File: config.mk
export PLATFORM = sky130hd
export DESIGN_NAME = m_unit_ctrl
export DESIGN_NICKNAME = d
export VERILOG_FILES = /design/src/rtl/m_unit_ctrl.sv
export SDC_FILE = /design/constraint.sdc
export NUM_CORES = 1
export LEC_CHECK = 0
export CORE_AREA = 2 2 181 183
export DETAILED_ROUTE_END_ITERATION = 8
export DIE_AREA = 0 0 183 185
export PLACE_DENSITY = 0.77
export REMOVE_ABC_BUFFERS = 1
export SLEW_MARGIN = 10
export SYNTH_ARGS = -nofsm -noshare
export SYNTH_HDL_FRONTEND = slang
export SYNTH_SLANG_ARGS = --single-unit
File: constraint.sdc
create_clock -name clk -period 3.45 [get_ports clk]
set_input_delay 0.5175 -clock clk [delete_from_list [all_inputs] [get_ports clk]]
set_output_delay 0.5175 -clock clk [all_outputs]
set_load 0.05 [all_outputs]
File: src/rtl/m_unit_ctrl.sv
// m_unit_ctrl: RV32M sequencing controller for the shared M-extension ALU (multiply, 32-step restoring divide, sign fix-up).
// Ports: clk/resetn (async active-low); req_valid/req_ready/req_funct3/req_a/req_b issue side;
//   resp_valid/resp_ready/resp_result response side; mux_div_rem, alu_R/D/Z, alu_mult_a/b drive m_alu;
//   alu_sub_neg/alu_sub_res/alu_div_rem/alu_div_rem_neg/alu_product come back from m_alu.
// Optional: define M_DIV_EARLY_OUT_EN to answer divide-by-zero and signed overflow straight from IDLE.
`ifndef MUX_DIV_REM_LENGTH
`define MUX_DIV_REM_LENGTH 1
`endif
`ifndef MUX_DIV_REM_Z
`define MUX_DIV_REM_Z 1'b0
`endif
`ifndef MUX_DIV_REM_R
`define MUX_DIV_REM_R 1'b1
`endif
module m_unit_ctrl #(
  parameter int XLEN = 32
) (
  input  logic                           clk,
  input  logic                           resetn,
  input  logic                           req_valid,
  output logic                           req_ready,
  input  logic [2:0]                     req_funct3,
  input  logic [31:0]                    req_a,
  input  logic [31:0]                    req_b,
  output logic                           resp_valid,
  input  logic                           resp_ready,
  output logic [31:0]                    resp_result,
  output logic [`MUX_DIV_REM_LENGTH-1:0] mux_div_rem,
  output logic [31:0]                    alu_R,
  output logic [62:0]                    alu_D,
  output logic [31:0]                    alu_Z,
  output logic [32:0]                    alu_mult_a,
  output logic [32:0]                    alu_mult_b,
  input  logic                           alu_sub_neg,
  input  logic [31:0]                    alu_sub_res,
  input  logic [31:0]                    alu_div_rem,
  input  logic [31:0]                    alu_div_rem_neg,
  input  logic [65:0]                    alu_product
);
  if (XLEN != 32) begin : g_xlen_check
    $error("m_unit_ctrl supports XLEN=32 only");
  end
  typedef enum logic [2:0] {S_IDLE, S_MUL, S_DIV, S_FIX, S_DONE} state_t;
  state_t state_q, state_d;
  logic [2:0]  funct3_q, funct3_d;
  logic        sign_a_q, sign_a_d, sign_b_q, sign_b_d, b_zero_q, b_zero_d;
  logic [4:0]  cnt_q, cnt_d;
  logic [31:0] r_q, r_d, z_q, z_d, res_q, res_d;
  logic [62:0] d_q, d_d;
  logic [32:0] ma_q, ma_d, mb_q, mb_d;
  logic        is_signed, early, neg;
  logic [31:0] abs_a, abs_b, early_res;
  logic        unused_product;
  assign unused_product = ^alu_product[65:64];
  assign is_signed = req_funct3[2] && !req_funct3[0];
  assign abs_a = (is_signed && req_a[31]) ? -req_a : req_a;
  assign abs_b = (is_signed && req_b[31]) ? -req_b : req_b;
`ifdef M_DIV_EARLY_OUT_EN
  assign early = req_funct3[2] && (req_b == '0 || (is_signed && req_a == 32'h8000_0000 && req_b == '1));
`else
  assign early = 1'b0;
`endif
  // Boundary answers the full divide would produce anyway: b=0 or signed overflow.
  assign early_res = req_funct3[1] ? ((req_b == '0) ? req_a : 32'd0)
                                   : ((req_b == '0) ? 32'hFFFF_FFFF : 32'h8000_0000);
  // Remainder takes the dividend sign; quotient flips on differing signs unless b was zero.
  assign neg = funct3_q[1] ? sign_a_q : (sign_a_q ^ sign_b_q) && !b_zero_q;
  always_comb begin
    state_d  = state_q;
    funct3_d = funct3_q;
    sign_a_d = sign_a_q;
    sign_b_d = sign_b_q;
    b_zero_d = b_zero_q;
    cnt_d    = cnt_q;
    r_d      = r_q;
    d_d      = d_q;
    z_d      = z_q;
    res_d    = res_q;
    ma_d     = ma_q;
    mb_d     = mb_q;
    case (state_q)
      S_IDLE: if (req_valid) begin
        funct3_d = req_funct3;
        sign_a_d = is_signed && req_a[31];
        sign_b_d = is_signed && req_b[31];
        b_zero_d = req_b == '0;
        if (req_funct3[2]) begin
          r_d     = abs_a;
          d_d     = {abs_b, 31'd0};
          z_d     = '0;
          cnt_d   = 5'd31;
          res_d   = early ? early_res : res_q;
          state_d = early ? S_DONE : S_DIV;
        end else begin
          ma_d    = {req_funct3[1:0] != 2'b11 && req_a[31], req_a};
          mb_d    = {!req_funct3[1] && req_b[31], req_b};
          state_d = S_MUL;
        end
      end
      S_MUL: begin
        res_d   = (funct3_q[1:0] == 2'b00) ? alu_product[31:0] : alu_product[63:32];
        state_d = S_DONE;
      end
      S_DIV: begin
        r_d     = alu_sub_neg ? r_q : alu_sub_res;
        z_d     = {z_q[30:0], !alu_sub_neg};
        d_d     = d_q >> 1;
        cnt_d   = cnt_q - 5'd1;
        state_d = (cnt_q == 5'd0) ? S_FIX : S_DIV;
      end
      S_FIX: begin
        res_d   = neg ? alu_div_rem_neg : alu_div_rem;
        state_d = S_DONE;
      end
      S_DONE: state_d = resp_ready ? S_IDLE : S_DONE;
      default: state_d = S_IDLE;
    endcase
  end
  always_ff @(posedge clk or negedge resetn) begin
    if (!resetn) begin
      state_q  <= S_IDLE;
      funct3_q <= '0;
      sign_a_q <= 1'b0;
      sign_b_q <= 1'b0;
      b_zero_q <= 1'b0;
      cnt_q    <= '0;
      r_q      <= '0;
      d_q      <= '0;
      z_q      <= '0;
      res_q    <= '0;
      ma_q     <= '0;
      mb_q     <= '0;
    end else begin
      state_q  <= state_d;
      funct3_q <= funct3_d;
      sign_a_q <= sign_a_d;
      sign_b_q <= sign_b_d;
      b_zero_q <= b_zero_d;
      cnt_q    <= cnt_d;
      r_q      <= r_d;
      d_q      <= d_d;
      z_q      <= z_d;
      res_q    <= res_d;
      ma_q     <= ma_d;
      mb_q     <= mb_d;
    end
  end
  assign req_ready   = state_q == S_IDLE;
  assign resp_valid  = state_q == S_DONE;
  assign resp_result = res_q;
  assign mux_div_rem = (state_q == S_FIX && funct3_q[1]) ? `MUX_DIV_REM_R : `MUX_DIV_REM_Z;
  assign alu_R       = r_q;
  assign alu_D       = d_q;
  assign alu_Z       = z_q;
  assign alu_mult_a  = ma_q;
  assign alu_mult_b  = mb_q;
endmodule
[Word level (Yosys, flattened, before mapping)]
Index checks and enable logic that the tools add are counted.
Storage, ports and cells
  output and inout bits: 228
  word-level logic and storage cells: 72
  bits in registers: 238
  input port bits: 234
Cells by class
  bitwise operators: 2
  add/sub/neg operators: 3
  reduce and logical (&&, ||, !) cells: 22
  mux-type cells: 25
  eq/ne operators: 8
Operator list (number)
  $mux 32: 9
  $pmux 32 s2: 3
  $mux 63: 2
  $pmux 63 s2: 1
  $neg 32->32: 2
  $logic_not 32->1: 1
  $pmux 3 s4: 1
  $mux 5: 2
  $pmux 5 s2: 1
  $logic_and 1x1->1: 7
  $eq 3x2->1 const B: 2
  $mux 3: 2
  $ne 2x2->1 const B: 3
  $reduce_and 3->1: 2
  $logic_not 5->1: 1
  $sub 5x1->5 const B: 1
  $logic_not 1->1: 4
  $reduce_and 4->1: 1
  $reduce_bool 2->1: 2
  $eq 3x1->1 const B: 1
  $eq 3x3->1 const B: 1
  $logic_not 3->1: 1
  $mux 1: 3
  $logic_not 2->1: 1
  6 further kinds: 6

[Depth between registers and ports, before layout]
Gate-level depths: netlist (run 1).
  word-level depth: 7
  gate-level depth with buffers: 7
  depth with buffers taken out: 7

[Worst setup path after synthesis (run 1)]
OpenSTA, ideal clock, no wires.
  path kind: register -> register
  from: reg state_q[2]
  to: reg ma_q[12] (netlist: alu_mult_a[12])
  clock period less this slack: 2299 ps
  buffers on the path: 2
  cell stages (with the launch flop): 6
  path slack: 1151 ps
  required time: 3325 ps
  arrival time: 2174 ps
  cells stage by stage: dfrtp_1 -> nor3_2 -> nand3_1 -> buf_1 -> buf_2 -> mux2_2
Between the ends
  longest elaborated chain between the ends: 2
RTL lines
  start: declaration: RTL line 44  | state_t state_q, state_d;
  start signal: assignment: RTL line 134  | state_q <= state_d;
  $logic_not 3->1
  via req_ready: RTL line 21  | output logic req_ready,
  $reduce_and 3->1 (no source line)
  end signal: assignment: RTL line 144  | ma_q <= ma_d;
  end: declaration: RTL line 50  | logic [32:0] ma_q, ma_d, mb_q, mb_d;
The timed path passes the listed nets, and every way through them passes these cells.
A chain may end at the register's enable or synchronous reset.

[Final worst setup path (run 1)]
  from: reg state_q[1]
  to: out resp_valid
Between the ends
  longest elaborated chain between the ends: 1
RTL lines
  $eq 3x3->1: RTL line 149  | assign resp_valid = state_q == S_DONE;
  end: declaration: RTL line 25  | output logic resp_valid,
Every way passes these cells.

==> results.sh, run 1 <==
export IMPL_fmax_mhz=347
export IMPL_wl_met2_um=21900
export IMPL_maxCapViolCount=0
export IMPL_area_growth_pct=52.2
export IMPL_power_internal_mw=9.60
export IMPL_totalWireLength_um=44900
export IMPL_cp_top_family="buffers and inverters"
export IMPL_vias=11596
export IMPL_initial_core_util_pct=37.1
export IMPL_ios=462
export IMPL_setup_viol=0
export IMPL_row_count=66
export IMPL_status="finished, final reports clean"
export IMPL_setup_slack_ps=571
export IMPL_h_tree_depth=1
export IMPL_ys_ff_latch=238
export IMPL_relSlewSlack_pct=38.7
export IMPL_synth_top_area_share_pct=50.1
export IMPL_path_buf_inv=2
export IMPL_io_buffers=459
export IMPL_crit_path_start_kind="flop"
export IMPL_dr_pass1_iters=5
export IMPL_fin_tns_setup_ps=0
export IMPL_grt_max_degree=108
export IMPL_crit_required_ps=2930
export IMPL_placed_cell_area_um2=17100
export IMPL_die_area_um2=33900
export IMPL_async_flop_share_pct=100
export IMPL_final_area_um2=18100
export IMPL_drtIter0Drc=676
export IMPL_clk_path_buf_depth=3
export IMPL_final_common_cell="clkdlybuf4s50_1"
export IMPL_synth_cell_types=62
export IMPL_core_area_um2=32000
export IMPL_hpwl_um=32600
export IMPL_viasPerCell=5.45
export IMPL_grt_pass1_vias=11813
export IMPL_routabilityCongestion=0.922
export IMPL_grt_overflow=0
export IMPL_grt_usage_pct=25.7
export IMPL_seq_power_share_pct=25.9
export IMPL_rsz0062_at_grt="false"
export IMPL_final_cells=2126
export IMPL_die_w_um=183
export IMPL_hold_violations=0
export IMPL_cp_arrival_ps=2360
export IMPL_drive_gt1_share_pct=10.0
export IMPL_fin_crit_sh_pct=83.4
export IMPL_grt_antenna_before_repair=0
export IMPL_final_cell_mix="clkdlybuf4s50_1, nand2_1, dfrtp_1"
export IMPL_path_max_fanout=28
export IMPL_cp_end_kind="output pin"
export IMPL_yosys_warnings=0
export IMPL_netlist_area_um2=11900
export IMPL_yosysTopAreaCell="dfrtp_1"
export IMPL_place_inst=2073
export IMPL_skew_ps=9.67
export IMPL_min_path_type="flop to flop"
export IMPL_post_place_ws_ps=558
export IMPL_wl_met3_um=4650
export IMPL_syn_inst=1257
export IMPL_cpPeakStageDelay_ps=840
export IMPL_power_switching_mw=9.30
export IMPL_finalMaxSlewViolations=0
export IMPL_num_antenna_cells=0
export IMPL_avgRoutedWirePerCell_um=21.1
export IMPL_clock_sinks=238
export IMPL_crit_type="flop to output pin"
export IMPL_p_clk_share_pct=17.4
export IMPL_grt_pass1_wl_um=68300
export IMPL_path_cells="nor2_1, nand2_1, inv_1, clkdlybuf4s50_1"
export IMPL_tightest_slew_ps=918
export IMPL_ant_nets=0
export IMPL_drc=0
export IMPL_clk_pin_slew_ps=60
export IMPL_pwr_share_comb_pct=56.7
export IMPL_netSwitchingFraction_pct=49.2
export IMPL_leakage_nw=7.72
export IMPL_die_h_um=185
export IMPL_peakVddDrop_mv=0.711
export IMPL_hold_slack_ps=468
export IMPL_m1WireLength_um=17000
export IMPL_power_density_nw_per_um2=1040
export IMPL_cts_made_buffers=28
export IMPL_synth_ff_type="dfrtp_1"
export IMPL_ys_seq_area_share_pct=50.1
export IMPL_cp_slowest_cell="clkdlybuf4s50_1"
export IMPL_synth_top_cells_by_area="dfrtp_1, nand2_1, mux2_2, nand3_1, mux2i_1"
export IMPL_post_cts_setup_buffers=0
export IMPL_nets=1933
export IMPL_syn_area_per_cell_um2=9.46
export IMPL_ctsRootBufferMaster="clkbuf_16"
export IMPL_synth_edf_count=0
export IMPL_cts_tree="yes"
export IMPL_maxUsedRoutingLayer="met4"
export IMPL_clk_latency_ps=540
export IMPL_fin_crit_ps=2880
[worst min-delay path: cells and delay by family (launching register included)]
kind / cells / cell delay, ps
simple gates: 2 / 100
flops: 1 / 340
[kinds of logic after synthesis]
kind of cell / Yosys count / share of synthesized area (%)
muxes: 98 / 8.87
and+or+nand+nor: 520 / 20.6
DFF: 238 / 50.1
adders and majority gates: 3 / 0.316
AOI/OAI and AO/OA: 255 / 13.6
buffers and inverters: 100 / 3.25
xor gates and xnor gates: 43 / 3.17
[per-layer routing]
layer | GRT usage (%) | vias to the layer above
met1 | 30.4 | 5638
met3 | 8.97 | 85
met5 | 0 | -
li1 | - | 5326
met2 | 44.2 | 547
met4 | 7.84 | 0
[sequential cells by signal (all words and copies together) (netlist names)]
name	count
alu_R	32
alu_mult_b	33
sign_b_q	1
alu_Z	32
alu_D	63
sign_a_q	1
resp_result	32
b_zero_q	1
funct3_q	2
cnt_q	5
alu_mult_a	33
state_q	3
[synth_stat cells, types with 31 or more instances]
cell	n
o21ai_0	70
nand3_1	119
xor2_1	31
dfrtp_1	238
mux2i_1	39
nor2_1	47
mux2_2	59
a21oi_1	72
nand2_1	254
clkbuf_1	69
a22o_1	33
[layout make-up]
class,instances,area (µm²)
Fill cell,2776,13900
Inverter,15,56.3
Clock inverter,11,186
Multi-Input combinational cell,919,5600
Sequential cell,238,5960
Clock buffer,41,841
Timing Repair Buffer,494,4940
Tap cell,408,510
[path summary, 6_finish.rpt]
check                           slack [ps]                   start  depth (start not counted)                          to
worst max-delay path                   570  state_q[1]$_DFFE_PN0P_                          4                  resp_valid
worst min-delay path                   470   alu_Z[31]$_DFFE_PN0P_                          2       alu_Z[31]$_DFFE_PN0P_
worst max register to register         970  state_q[1]$_DFFE_PN0P_                          5       alu_R[24]$_DFFE_PN0P_
worst min register to register         470   alu_Z[31]$_DFFE_PN0P_                          2       alu_Z[31]$_DFFE_PN0P_
max in group asynchronous             1970                  resetn                          3  resp_result[9]$_DFFE_PN0N_
min in group asynchronous              580                  resetn                          2       alu_Z[27]$_DFFE_PN0P_
[repair_timing]
action,4_1_cts,5_1_grt
endpoints found under the hold margin,1,0
hold buffers,1,0
resized for setup,0,0
[metrics by stage]
step	utilization (%)	total power [mW]
final	56.5	18.9
after global routing	56.5	19.8
after CTS	56.5	19.0
after detailed placement	53.2	15.6
after global placement	53.2	15.5
after floorplan	-	11.4
[power groups by stage]
stage | logic, mW | registers, mW | clock network, mW
after CTS | 10.8 | 4.89 | 3.35
after detailed placement | 10.7 | 4.92 | 0
final | 10.7 | 4.89 | 3.29
after global placement | 10.6 | 4.85 | 0
after global routing | 11.3 | 5.05 | 3.47
after floorplan | 2.59 | 8.83 | 0
No activity file was read; power rests on OpenSTA's default activity.
==> inputs of run 2 (changes only) <==
--- a/config.mk
+++ b/config.mk
@@ -8,7 +8,7 @@
 export CORE_AREA = 2 2 181 183
 export DETAILED_ROUTE_END_ITERATION = 8
 export DIE_AREA = 0 0 183 185
-export PLACE_DENSITY = 0.77
+export PLACE_DENSITY = 0.8
 export REMOVE_ABC_BUFFERS = 1
 export SLEW_MARGIN = 10
 export SYNTH_ARGS = -nofsm -noshare
==> constraint.sdc (replaced) <==
create_clock -name clk -period 2.5 [get_ports clk]
set_input_delay 0.375 -clock clk [delete_from_list [all_inputs] [get_ports clk]]
set_output_delay 0.375 -clock clk [all_outputs]
set_load 0.05 [all_outputs]
==> run 2 against run 1 <==
Via count grew 1.7%. Critical path depth unchanged. Non-clock buffer count rose by 54. First-iteration DRC count decreased by 5.5%. Sequential power up 37%. Sequential share of layout area down 0.76 points.
==> results.sh, run 2 (same netlist as run 1, synthesis figures left out) <==
export IMPL_path_max_fanout=36
export IMPL_cts_tree="yes"
export IMPL_avgRoutedWirePerCell_um=20.8
export IMPL_cts_made_buffers=28
export IMPL_grt_max_degree=71
export IMPL_fin_crit_ps=2280
export IMPL_busiest_layer="met2"
export IMPL_ant_nets=0
export IMPL_die_area_um2=33900
export IMPL_cts_resized=0
export IMPL_met2_usage_pct=43.3
export IMPL_pwr_share_comb_pct=57.3
export IMPL_die_h_um=185
export IMPL_routabilityCongestion=0.888
export IMPL_setup_slack_ps=223
export IMPL_seq_power_share_pct=25.6
export IMPL_status="finished, final reports clean"
export IMPL_post_cts_setup_buffers=0
export IMPL_drtIter0Drc=639
export IMPL_peakVddDrop_mv=0.952
export IMPL_cp_end_kind="output pin"
export IMPL_totalWireLength_um=45400
export IMPL_hold_violations=0
export IMPL_tightest_slew_ps=718
export IMPL_h_tree_depth=1
export IMPL_p_clk_share_pct=17.1
export IMPL_grt_usage_pct=25.9
export IMPL_die_w_um=183
export IMPL_min_path_type="input port to async pin"
export IMPL_largest_reg_flops=63
export IMPL_crit_required_ps=2120
export IMPL_crit_type="flop to output pin"
export IMPL_ctsRootBufferMaster="clkbuf_16"
export IMPL_relSlewSlack_pct=52.0
export IMPL_area_growth_pct=55.8
export IMPL_met3_usage_pct=9.48
export IMPL_final_cell_mix="clkdlybuf4s50_1, nand2_1, dfrtp_1"
export IMPL_n_fill_cell=2673
export IMPL_rsz0062_at_grt="false"
export IMPL_fmax_mhz=439
export IMPL_core_area_um2=32000
export IMPL_drc=0
export IMPL_fin_tns_setup_ps=0
export IMPL_crit_path_start_kind="flop"
export IMPL_power_internal_mw=13.4
export IMPL_ios=462
export IMPL_hpwl_um=33400
export IMPL_io_buffers=459
export IMPL_maxCapViolCount=0
export IMPL_cp_arrival_ps=1900
export IMPL_fin_crit_sh_pct=91.1
export IMPL_power_density_nw_per_um2=1420
export IMPL_skew_ps=20.1
export IMPL_power_switching_mw=12.8
export IMPL_clk_pin_slew_ps=60
export IMPL_grt_overflow=0
export IMPL_clock_sinks=238
export IMPL_row_count=66
export IMPL_initial_core_util_pct=37.1
export IMPL_finalMaxSlewViolations=0
export IMPL_power_mw=26.2
export IMPL_setup_viol=0
export IMPL_final_common_cell="clkdlybuf4s50_1"
export IMPL_grt_pass1_wl_um=68200
export IMPL_leakage_nw=7.99
export IMPL_vias=11798
export IMPL_viasPerCell=5.41
export IMPL_clk_latency_ps=550
export IMPL_netSwitchingFraction_pct=48.9
export IMPL_clk_path_buf_depth=3
export IMPL_grt_pass1_vias=11725
export IMPL_post_place_ws_ps=-66.3
export IMPL_post_route_util_pct=57.8
export IMPL_nets=1987
export IMPL_drive_gt1_share_pct=12.8
export IMPL_dr_pass1_iters=6
export IMPL_use_met1_pct=30.1
export IMPL_grt_antenna_before_repair=4
## run 2: through the flow
step / area, µm² / cells / hold slack, ps
after global routing: 18500 / 2182 / 361
after floorplan: 11600 / 1172 / 79.4
final: 18500 / 2182 / 331
after detailed placement: 17500 / 2127 / 322
after global placement: 17500 / 2127 / 319
after CTS: 18500 / 2179 / 336
## run 2: worst max-delay path: stages (launching register included)
cell and delay, ps:
dfrtp_4 480, buf_4 410, nand2_1 90, nor2_1 130, buf_4 220
## run 2: timing repair
item	CTS	global route
hold buffers	1	0
endpoints found under the setup margin	0	0
hold endpoints to repair	50	0
## run 2: routing by layer
layer	share of wire (%)	vias to the layer above
met2	47	595
met5	0.029	-
li1	-	5448
met4	4.5	2
met1	37	5644
met3	11	109
## run 2: path summary, 6_finish.rpt
path	start	end	slack, ps	cells after the start
hold reg to reg	alu_D[0]$_DFFE_PN0P_	alu_D[0]$_DFFE_PN0P_	460	2
setup / recovery	state_q[1]$_DFFE_PN0P_	mux_div_rem	220	4
max in group asynchronous	resetn	resp_result[31]$_DFFE_PN0N_	1350	3
min in group clk	alu_sub_res[12]	alu_R[12]$_DFFE_PN0P_	410	3
setup reg to reg	state_q[1]$_DFFE_PN0P_	alu_R[12]$_DFFE_PN0P_	430	6
hold / removal	resetn	alu_D[2]$_DFFE_PN0P_	330	2
## run 2: layout make-up
cell class	count	area (µm²)	share of cell area, %
antenna	3	7.51	0.0405
clock buffer	43	848	4.58
clock inverter	8	165	0.892
inverter	15	56.3	0.304
multi-input combinational	919	5600	30.2
sequential	238	5960	32.2
tap	408	510	2.76
timing repair buffer	548	5370	29.0
## run 2: power by group through the flow
stage	logic [mW]	registers [mW]	clock network, mW
6_report	15.0	6.71	4.49
5_1_grt	15.8	6.94	4.74
4_1_cts	15.1	6.71	4.58
3_5_place_dp	15.0	6.75	0
3_3_place_gp	14.9	6.66	0
2_1_floorplan	3.58	12.2	0
==> variant 1: new RTL, config.mk and constraints of run 2 <==
`d_q` no longer has a reset.
--- a/src/rtl/m_unit_ctrl.sv
+++ b/src/rtl/m_unit_ctrl.sv
@@ -125,7 +125,6 @@
       b_zero_q <= 1'b0;
       cnt_q    <= '0;
       r_q      <= '0;
-      d_q      <= '0;
       z_q      <= '0;
       res_q    <= '0;
       ma_q     <= '0;
@@ -138,12 +137,15 @@
       b_zero_q <= b_zero_d;
       cnt_q    <= cnt_d;
       r_q      <= r_d;
-      d_q      <= d_d;
       z_q      <= z_d;
       res_q    <= res_d;
       ma_q     <= ma_d;
       mb_q     <= mb_d;
     end
+  end
+
+  always_ff @(posedge clk) begin
+    d_q <= d_d;
   end
   assign req_ready   = state_q == S_IDLE;
   assign resp_valid  = state_q == S_DONE;
Function: changed (Yosys sat finds a counterexample within 4 cycles, from zero or initial values and one cycle with resetn low).
==> variant 1 against run 2 <==
Combinational power about the same. Total power fell by 0.21%. Count of clock-buffer cells in the layout is 2 higher. Sequential cell count stayed put. Routed wire length fell by 9.9%. Highest routed layer is now met4. Sequential power up 5.7%. Critical endpoint is now resp_result[3]. Die area unchanged. Setup slack improved by 73 ps. Design area fell by 3.3%. Area after synthesis down 3.2%.
==> variant 1: results (changes against run 2) <==
[routing]
viasPerCell=5.335  ; was 5.407
routed-wl-met2_microns=20090  ; was 21,570 microns
routed-wl-met3_microns=3549  ; was 4907 microns
first_iter_violations=666  ; was 639
routed_wirelength_microns=40950  ; was 45,440 microns
routed.top_layer=met4  ; was met5

[global_route]
grt_pass1_vias=10610  ; was 11,730
gr-usage-met3_pct=5.702  ; was 9.477%
grt_usage_pct=23.36  ; was 25.88%
grt_max_degree=93  ; was 71
antenna_found_initial=2  ; was 4
met2_usage_pct=41.02  ; was 43.29%
use_met1_pct=26.91  ; was 30.13%
grt_pass1_wl_microns=61690  ; was 68,250 microns

[layout]
final-clk-cell-share_pct=5.059  ; was 5.472%
antenna_cells=2  ; was 3
buffers=534  ; was 548
fin_area_sq_mm=0.01791  ; was 0.01852 sq mm
layout-drive-gt1-share_pct=12.49  ; was 12.76%
multi_input_area_share_pct=27.27  ; was 30.24%
seq_area_share_pct=35.02  ; was 32.18%
inverters=17  ; was 15
layout.cells.non_filler=1955  ; was 2,182
final_nets=1763  ; was 1,987
nClkBuffers=45  ; was 43

[worst_setup_path]
regToRegStartpoint=state_q[0]$_DFFE_PN0P_  ; was state_q[1]$_DFFE_PN0P_
slowest_delay_ps=940  ; was 480 ps
cp_slowest_cell=clkdlybuf4s50_1  ; was dfrtp_4
cp.arrival_ps=1830  ; was 1900 ps

[synth]
synth-edff-count=63  ; was 0
async_flop_share_pct=73.53  ; was 100.0%
synth_adder_area_share_pct=0.3262  ; was 0.3157%
synth_common_cells=dfrtp_1, nand2_1, mux2i_1  ; was nand2_1, dfrtp_1, nand3_1
synth_area_leaders=dfrtp_1, edfxtp_1, mux2i_1  ; was dfrtp_1, nand2_1, mux2_2
synth.distinct_cells=56  ; was 62
synth-xor-area-share_pct=3.805  ; was 3.168%

[pwr]
ir_drop_mv=1.090  ; was 0.9519 mV
p_leak_nw=7.420  ; was 7.994 nW
seq_cell_power_w=0.00709  ; was 0.00671 W
netSwitchingPower_w=0.01260  ; was 0.01281 W
p_seq_share_pct=27.1  ; was 25.6%

[place]
place_inst=1903  ; was 2,127
post-place-ws_ps=-179.1  ; was -66.30 ps
dpl-instance-area_sq_mm=0.01699  ; was 0.01749 sq mm
place_hpwl_microns=30260  ; was 33,370 microns
gp_congestion=0.9306  ; was 0.8882

[timing]
finalClockSkew_ps=11.85  ; was 20.08 ps
slew_headroom_pct=53.99  ; was 51.99%

[worst_hold_path]
hold_class=in2reg  ; was in2async

[run_status]
status=finished, final reports clean  ; unchanged

[clock_network]
cts_resized=1  ; was 0

variant 1: cell count changes after synthesis, sizes merged, moves of 31 or more:
cell           run 2  this run
and2               3        34
nand2            254       102
nand3            119        12
dfrtp            238       175
edfxtp             0        63
o221ai             1        32
variant 1: worst paths after layout:
path / to / slack [ps] / depth (start not counted)
setup / recovery: resp_result[3] / 300 / 1
hold / removal: state_q[2]$_DFFE_PN0P_ / 410 / 3
setup reg to reg: alu_R[21]$_DFFE_PN0P_ / 490 / 4
hold reg to reg: alu_R[11]$_DFFE_PN0P_ / 480 / 1
max in group asynchronous: sign_b_q$_DFFE_PN0P_ / 1330 / 3
min in group asynchronous: alu_mult_a[17]$_DFFE_PN0P_ / 420 / 2
variant 1: cells by family (layout without fill, tap and decap cells):
kind of cell	count (synthesis)	count (layout)
AND/OR/NAND/NOR	295	295
multiplexers	124	124
flip-flops	238	238
AO/OA/AOI/OAI	235	235
XOR/XNOR	50	50
buffers and inverters	84	600
adder cells (fa/ha/maj)	3	3
other	0	2
==> variant 2: new RTL, flow settings as in run 2 <==
Without the edit above. Add a define of `M_DIV_EARLY_OUT_EN`.
--- a/src/rtl/m_unit_ctrl.sv
+++ b/src/rtl/m_unit_ctrl.sv
@@ -3,6 +3,8 @@
 //   resp_valid/resp_ready/resp_result response side; mux_div_rem, alu_R/D/Z, alu_mult_a/b drive m_alu;
 //   alu_sub_neg/alu_sub_res/alu_div_rem/alu_div_rem_neg/alu_product come back from m_alu.
 // Optional: define M_DIV_EARLY_OUT_EN to answer divide-by-zero and signed overflow straight from IDLE.
+`define M_DIV_EARLY_OUT_EN
+
 `ifndef MUX_DIV_REM_LENGTH
 `define MUX_DIV_REM_LENGTH 1
 `endif
Function: changed (Yosys sat finds a counterexample within 4 cycles, from zero or initial values and one cycle with resetn low).
==> variant 2 against run 2 <==
The run now ends with setup timing left. Utilization grew 2.9 points. Combinational power shrank 11%. Setup slack lost 220 ps. Critical path depth grew 5. Sequential cell count is the same. Routed wire length grew 7.0%. Via count grew 4.9%. Area after synthesis grew 2.8%. Design area grew 5.1%. Total power shrank 8.6%. Cell count grew 0.50%. Hold slack lost 84 ps.
==> variant 2: results (changes against run 2) <==
[timing]
whs_ps=247.0  ; was 330.6 ps
finalClockSkew_ps=20.20  ; was 20.08 ps
tightest_slew_ps=648.6  ; was 717.9 ps
setup_ws_ps=-2.075  ; was 222.5 ps
setup_viol=1  ; was 0

[pwr]
pg_clk_w=0.00405  ; was 0.00449 W
netSwitchingPower_w=0.01149  ; was 0.01281 W
ir_drop_mv=1.203  ; was 0.9519 mV

[place]
place_hpwl_microns=36190  ; was 33,370 microns
post-place-ws_ps=-666.4  ; was -66.30 ps

[global_route]
grt_pass1_wl_microns=72480  ; was 68,250 microns
grt_max_degree=82  ; was 71
grt_usage_pct=27.51  ; was 25.88%
met2_usage_pct=47.17  ; was 43.29%
grt_pass1_vias=12400  ; was 11,730

[synth]
synth_common_cells=dfrtp_1, nand2_1, o21ai_0  ; was nand2_1, dfrtp_1, nand3_1
synth-compound-area-share_pct=18.33  ; was 13.65%
synth_adder_area_share_pct=0.4093  ; was 0.3157%
synth-xor-area-share_pct=4.011  ; was 3.168%

[run_status]
status=complete, but fails checks  ; was finished, final reports clean
violations=setup timing

[routing]
first_iter_violations=971  ; was 639
routed.top_layer=met4  ; was met5
avgRoutedWirePerCell_microns=22.17  ; was 20.82 microns

[worst_setup_path]
crit_start=req_b[25]  ; was state_q[1]$_DFFE_PN0P_

-- variant 2: cell types whose count changed in the layout (fill, tap and decap cells not counted), moves of 36 or more --
cell	change
nand2_1	-115
nand3_1	-99
buf_4	+54
o21ai_0	+49
mux2_2	+42
mux2i_1	-36
-- variant 2: area by class of cell --
cell class | count | area (sq um) | share of cell area, %
Timing Repair Buffer | 615 | 6040 | 31.03
Multi-Input combinational cell | 869 | 6011 | 30.88
Sequential cell | 238 | 5958 | 30.61
Clock buffer | 35 | 768.2 | 3.947
Tap cell | 408 | 510.5 | 2.623
Clock inverter | 16 | 135.1 | 0.6942
Inverter | 10 | 37.54 | 0.1928
Antenna cell | 2 | 5.005 | 0.02571
-- variant 2: worst max-delay path, cell delays in order --
cell and delay, ps:
clkdlybuf4s50_1 470, or4_1 580, or4_4 470, nor4_4 140, buf_4 180, o31ai_4 70
buf_12 160, clkbuf_16 160, mux2_1 310
